<file path="config.mk">
export PLATFORM = sky130hd
export DESIGN_NAME = accel_avg_filter
export DESIGN_NICKNAME = d
export VERILOG_FILES = /design/src/rtl/accel_avg_filter.sv
export SDC_FILE = /design/constraint.sdc
export NUM_CORES = 2
export LEC_CHECK = 0
export CAP_MARGIN = 10
export CORE_UTILIZATION = 59
export CTS_CLUSTER_DIAMETER = 80
export DETAILED_ROUTE_END_ITERATION = 7
export PLACE_DENSITY = 0.84
export SYNTH_ARGS = -nofsm -noshare
export SYNTH_HDL_FRONTEND = slang
export SYNTH_SLANG_ARGS = --single-unit
</file>
<file path="constraint.sdc">
create_clock -name clk_i -period 5.08 [get_ports clk_i]
set_clock_uncertainty 0.1 [all_clocks]
set_input_delay 1.016 -clock clk_i [delete_from_list [all_inputs] [get_ports clk_i]]
set_output_delay 1.016 -clock clk_i [all_outputs]
set_load 0.01 [all_outputs]
</file>
<file path="src/rtl/accel_avg_filter.sv">
// Per-axis boxcar moving average over the last 2^p_log2depth accelerometer samples.
// A ready_i rising edge starts a capture -> update -> output sequence; valid_o strobes with the new averages.
module accel_avg_filter #(
  parameter int p_width     = 16,
  parameter int p_log2depth = 3
) (
  input  logic               clk_i,
  input  logic               rst_i,
  input  logic [p_width-1:0] ax_i,
  input  logic [p_width-1:0] ay_i,
  input  logic [p_width-1:0] az_i,
  input  logic               ready_i,
  input  logic               clear_i,
  output logic [p_width-1:0] avg_x_o,
  output logic [p_width-1:0] avg_y_o,
  output logic [p_width-1:0] avg_z_o,
  output logic               valid_o,
  output logic               filled_o,
  output logic               overrun_o
);

  localparam int DEPTH = 1 << p_log2depth;
  localparam int SW    = p_width + p_log2depth;
  localparam int CW    = p_log2depth + 1;
  localparam logic [CW-1:0] DEPTH_C = CW'(DEPTH);

  typedef enum logic [1:0] {S_IDLE, S_UPDATE, S_OUT} state_t;

  state_t                              state_q, state_d;
  logic                                ready_q, ready_d;
  logic                                evt_q, evt_d;
  logic [2:0][p_width-1:0]             cap_q, cap_d;
  logic [DEPTH-1:0][2:0][p_width-1:0]  buf_q, buf_d;
  logic [2:0][SW-1:0]                  sum_q, sum_d;
  logic [p_log2depth-1:0]              wr_ptr_q, wr_ptr_d;
  logic [CW-1:0]                       cnt_q, cnt_d;
  logic [2:0][p_width-1:0]             avg_q, avg_d;
  logic                                valid_q, valid_d;
  logic                                filled_q, filled_d;
  logic                                overrun_q, overrun_d;
  logic signed [SW-1:0]                shifted;

  always_comb begin
    state_d   = state_q;
    ready_d   = ready_i;
    // Event is registered so the FSM acts one edge after detection.
    evt_d     = ready_i & ~ready_q;
    cap_d     = evt_d ? {az_i, ay_i, ax_i} : cap_q;
    buf_d     = buf_q;
    sum_d     = sum_q;
    wr_ptr_d  = wr_ptr_q;
    cnt_d     = cnt_q;
    avg_d     = avg_q;
    valid_d   = 1'b0;
    filled_d  = filled_q;
    overrun_d = overrun_q | (evt_q & (state_q != S_IDLE));
    shifted   = '0;

    case (state_q)
      S_IDLE: begin
        if (evt_q) state_d = S_UPDATE;
      end
      S_UPDATE: begin
        for (int a = 0; a < 3; a++) begin
          buf_d[wr_ptr_q][a] = cap_q[a];
          sum_d[a] = sum_q[a]
                   + {{p_log2depth{cap_q[a][p_width-1]}}, cap_q[a]}
                   - {{p_log2depth{buf_q[wr_ptr_q][a][p_width-1]}}, buf_q[wr_ptr_q][a]};
        end
        wr_ptr_d = wr_ptr_q + 1'b1;
        cnt_d    = (cnt_q == DEPTH_C) ? cnt_q : cnt_q + 1'b1;
        state_d  = S_OUT;
      end
      S_OUT: begin
        for (int a = 0; a < 3; a++) begin
          shifted  = $signed(sum_q[a]) >>> p_log2depth;
          avg_d[a] = shifted[p_width-1:0];
        end
        valid_d  = 1'b1;
        filled_d = filled_q | (cnt_q == DEPTH_C);
        state_d  = S_IDLE;
      end
      default: state_d = S_IDLE;
    endcase

    // Clear behaves like reset; ready_q tracks ready_i so a held level does not re-fire.
    if (clear_i) begin
      state_d   = S_IDLE;
      evt_d     = 1'b0;
      cap_d     = '0;
      buf_d     = '0;
      sum_d     = '0;
      wr_ptr_d  = '0;
      cnt_d     = '0;
      avg_d     = '0;
      valid_d   = 1'b0;
      filled_d  = 1'b0;
      overrun_d = 1'b0;
    end
  end

  always_ff @(posedge clk_i) begin
    if (rst_i) begin
      state_q   <= S_IDLE;
      ready_q   <= ready_i;
      evt_q     <= 1'b0;
      cap_q     <= '0;
      buf_q     <= '0;
      sum_q     <= '0;
      wr_ptr_q  <= '0;
      cnt_q     <= '0;
      avg_q     <= '0;
      valid_q   <= 1'b0;
      filled_q  <= 1'b0;
      overrun_q <= 1'b0;
    end else begin
      state_q   <= state_d;
      ready_q   <= ready_d;
      evt_q     <= evt_d;
      cap_q     <= cap_d;
      buf_q     <= buf_d;
      sum_q     <= sum_d;
      wr_ptr_q  <= wr_ptr_d;
      cnt_q     <= cnt_d;
      avg_q     <= avg_d;
      valid_q   <= valid_d;
      filled_q  <= filled_d;
      overrun_q <= overrun_d;
    end
  end

  assign avg_x_o   = avg_q[0];
  assign avg_y_o   = avg_q[1];
  assign avg_z_o   = avg_q[2];
  assign valid_o   = valid_q;
  assign filled_o  = filled_q;
  assign overrun_o = overrun_q;

endmodule

</file>
==> results.md <==
Run status:
- The run finished with clean final reports.

Global route:
- For met1 alone, demand over resource in global routing was 0.396.
- The total overflow left after global routing is 0.
- The first-pass GRT wire length is 120000 um.
- The total global routing track utilization is 0.321.
- In the global route stage, met2 resource usage came out at 0.539.
- The met3 usage in global routing is 0.0421.
- The initial antenna violation count is 0.
- Entering global routing, the biggest net connects 207 pins.
- The global routing stage identified its most utilized layer as met2.
- The via count of the first global-routing pass is 23300.

Worst setup path:
- The delay of the slowest cell on the worst path is 790 ps.
- In this run the register-to-register setup slack is 460 ps.
- By startpoint and endpoint, the worst setup path is classified as flop to flop.
- STA puts the critical path data required time at 5490 ps.
- The critical path goes through and2_1 > buf_4 > a21oi_1 > o22a_1 > o21ai_0 > fa_1 > inv_1 > ha_1 > o21ai_0 > a22oi_1 > a21boi_0 > a21oi_1 > xnor2_1 > a21oi_1 > a31o_2.
- The critical path's top delay family is compound AO/OA/AOI/OAI gates.
- The most frequent cell on the critical path is a21oi_1.
- The critical path endpoint category is a flop.
- The worst setup path is launched from a flop.
- In this run the worst path has a maximum fanout of 35.
- The largest individual stage delay along the critical path comes from the cell dfxtp_4.
- The total buffers and inverters traversed by the critical path is 2.
- STA puts the critical path data arrival time at 5030 ps.

STA:
- The sum of negative setup slack is 0 ps.
- The final max-slew violation count is 0.
- The final count of hold timing violations came to 0.
- The count of endpoints failing setup in the final report is 0.
- The relative slew slack is 0.158.
- On the final layout, the worst hold slack is 346 ps.
- The worst path needs 4620 ps of the cycle, external delays included.
- For the pin with the worst max-slew slack, the measured transition is 1260 ps.
- Setup repair after global routing left no endpoint under its margin.
- Of the available clock period, the critical path in the final layout requires 0.910.
- The achievable frequency is 216 MHz.

Clock tree:
- After clock tree synthesis, the clock-pin slew on the worst setup and hold paths is 60 ps.
- The post-CTS setup buffer count is 0.
- The level count of the clock H-tree is 2.
- The number of buffers inserted for hold repair after clock tree synthesis is 0.
- CTS saw 551 sinks.
- The largest buffer count on any clock path is 3.
- The number of buffers added by the clock tree synthesis step is 54.
- The cell sitting at the root of the clock tree is a clkbuf_16.
- The clock latency on the worst-skew pair is 610 ps.
- The clock tree from TritonCTS is built.
- The number of gates resized after CTS was 0.

Flow run:
- The number of violations of the max-capacitance limit is 0.

Synthesis:
- The largest total area in the synthesized netlist belongs to dfxtp_1.
- The mean post-synth cell area is 7.67 um^2.
- Synthesis inferred 551 register bits.
- The share of flip-flops with an asynchronous set or reset after synthesis is 0.
- The number of instances in the synthesized netlist is 3471.
- The mapped netlist covers 26600 um^2.
- The number of nets in the synthesized netlist is 3640.
- The Yosys step of the flow raised 0 warnings.
- Ranked by instance count, the synthesized netlist is headed by nand2_1, a21oi_1, dfxtp_1, clkbuf_1, inv_1.
- Among all cell types in the netlist, the one instantiated most often is nand2_1.
- Yosys mapped a number of flops with a built-in enable equal to 0.
- For this run, the leading register cell type out of synthesis is dfxtp_1.
- The sequential share of the synthesized area is 0.414.
- Counting distinct cell types in the post-synthesis netlist gives 62.
- The share of the synthesized area in the top cell type is 0.414.
- After synthesis, the cell types taking the most area are dfxtp_1, nand2_1, a21oi_1.

Floorplan:
- The area of the die is 46000 um^2.
- The total core area is 44300 um^2.
- From bottom edge to top edge, the die measures 214 um.
- The die width is 214 um.
- The boundary pin count is 103.
- The initialized floorplan defines 77 standard-cell rows.
- The initial cell density of the core is 0.601.

Power and ir drop:
- The register share of total power is 0.494.
- The share of total power dissipated in combinational logic is 0.061.
- Summed over all cells, the static leakage comes to 9.91 nW.
- The fraction of power spent switching nets is 0.231.
- The worst-case IR drop observed on VDD is 0.000247 V.
- The internal cell power is 6.79 mW.
- The part of the total power dissipated in the clock network is 0.446.
- In this run the power spent charging and discharging nets is 2.04 mW.
- In this run the power density over the cells is 298 nW/um^2.

Placed design:
- Input and output buffers added on the ports amount to 102.
- After legalization and detailed placement, the total HPWL measured 46900 um.
- The number of placed instances, taps included, is 3940.
- The final weighted congestion of routability-driven global placement is 0.922.

Detailed routing:
- Dividing the detail-routed via count by the number of cells gives 5.87.
- The sum of routed wire length over all layers is 74300 um.
- The pre-antenna-repair detailed-routing pass consisted of 8 iterations.
- The total via count in the routed design is 23700.
- After detailed routing, the number of remaining DRC violations is 0.
- The detailed router finished its first iteration with 2529 violations.
- The remaining antenna violation count is 0.
- In the final routed layout, each cell accounts on average for 18.4 um.

Final layout:
- Relative to the synthesized area, the layout overhead comes to 11.2%.
- The repair_antennas step left the layout with diodes totalling 0.
- In the final layout, the share of cells above drive strength 1 is 0.0648.
- The number of nets in the layout is 3573.
- The final instance count without filler cells is 4034.

Hold path:
- The path class of the tightest hold or removal check is flop to flop.
## placed cells by master (no fill, tap or decap), types with 49 or more instances in the layout
| cell type | instances |
|---|---|
| nor2_1 | 89 |
| a21oi_1 | 590 |
| dfxtp_1 | 548 |
| fa_1 | 54 |
| ha_1 | 63 |
| clkbuf_16 | 57 |
| clkdlybuf4s50_1 | 102 |
| o21ai_0 | 81 |
| inv_1 | 213 |
| a22oi_1 | 49 |
| nand2_1 | 1065 |
| mux2i_1 | 97 |
## sequential cells by signal (all words and copies together), names as in the netlist, 2 cells and up
register and count:
buf_q 384, cap_q 48, sum_q 57, wr_ptr_q 3, state_q 2, cnt_q 4
avg_x_o 16, avg_y_o 16, avg_z_o 16
## worst register-to-register path, delay by kind of cell, from the launching register on
family	cells	cell delay, ps
XOR/XNOR	1	220
buffers and inverters	2	370
AO/OA/AOI/OAI	9	1700
AND/OR/NAND/NOR	1	620
flip-flops	1	790
adder cells (fa/ha/maj)	2	720
## path summary, 6_finish.rpt
kind         cells past startpoint         to   startpoint
max                             15  sum_q[18]  wr_ptr_q[0]
min                              2  overrun_o    overrun_o
max reg2reg                     15  sum_q[18]  wr_ptr_q[0]
min reg2reg                      2  overrun_o    overrun_o
## cells by family after synthesis
logic type / synth area share
compound gates: 0.185
xor+xnor: 0.0155
fa+ha+maj: 0.0702
buf+inv: 0.0719
flops: 0.414
mux: 0.0597
simple gates: 0.183
## power by group through the flow
stage	clock [mW]	sequential, mW	combinational [mW]
4_1_cts	3.95	4.36	0.532
3_3_place_gp	0	4.45	0.524
2_1_floorplan	0	4.43	0.407
5_1_grt	4.14	4.36	0.594
3_5_place_dp	0	4.45	0.528
6_report	3.93	4.36	0.538
## area by class of cell
| type | count | area [um^2] |
|---|---|---|
| well taps | 592 | 741 |
| fillers | 3662 | 14700 |
| clock buffers | 87 | 1640 |
| flip-flops and latches | 551 | 11000 |
| inverters | 215 | 807 |
| multi-input cells | 2425 | 13800 |
| repair buffers | 157 | 1530 |
| clock inverters | 7 | 60.1 |
## routing by layer
| metal | part of all wire | routed length (um) | vias to the layer above |
|---|---|---|---|
| li1 | - | - | 11200 |
| met1 | 0.39 | 29000 | 11100 |
| met2 | 0.48 | 35300 | 1021 |
| met3 | 0.077 | 5700 | 263 |
| met4 | 0.057 | 4270 | 0 |
| met5 | 0 | 0 | - |
## per-stage QoR
| step | util | worst slack (ps) | instance area [um^2] | total power [mW] |
|---|---|---|---|---|
| 4_1_cts | 0.668 | 528 | 29600 | 8.84 |
| 3_5_place_dp | 0.630 | 547 | 27900 | 4.98 |
| 6_report | 0.668 | 457 | 29600 | 8.83 |
| 5_1_grt | 0.668 | 175 | 29600 | 9.09 |
| 3_3_place_gp | 0.630 | 677 | 27900 | 4.98 |
| 2_1_floorplan | - | 1070 | 26600 | 4.84 |
Power figures use the tool's default switching activity.
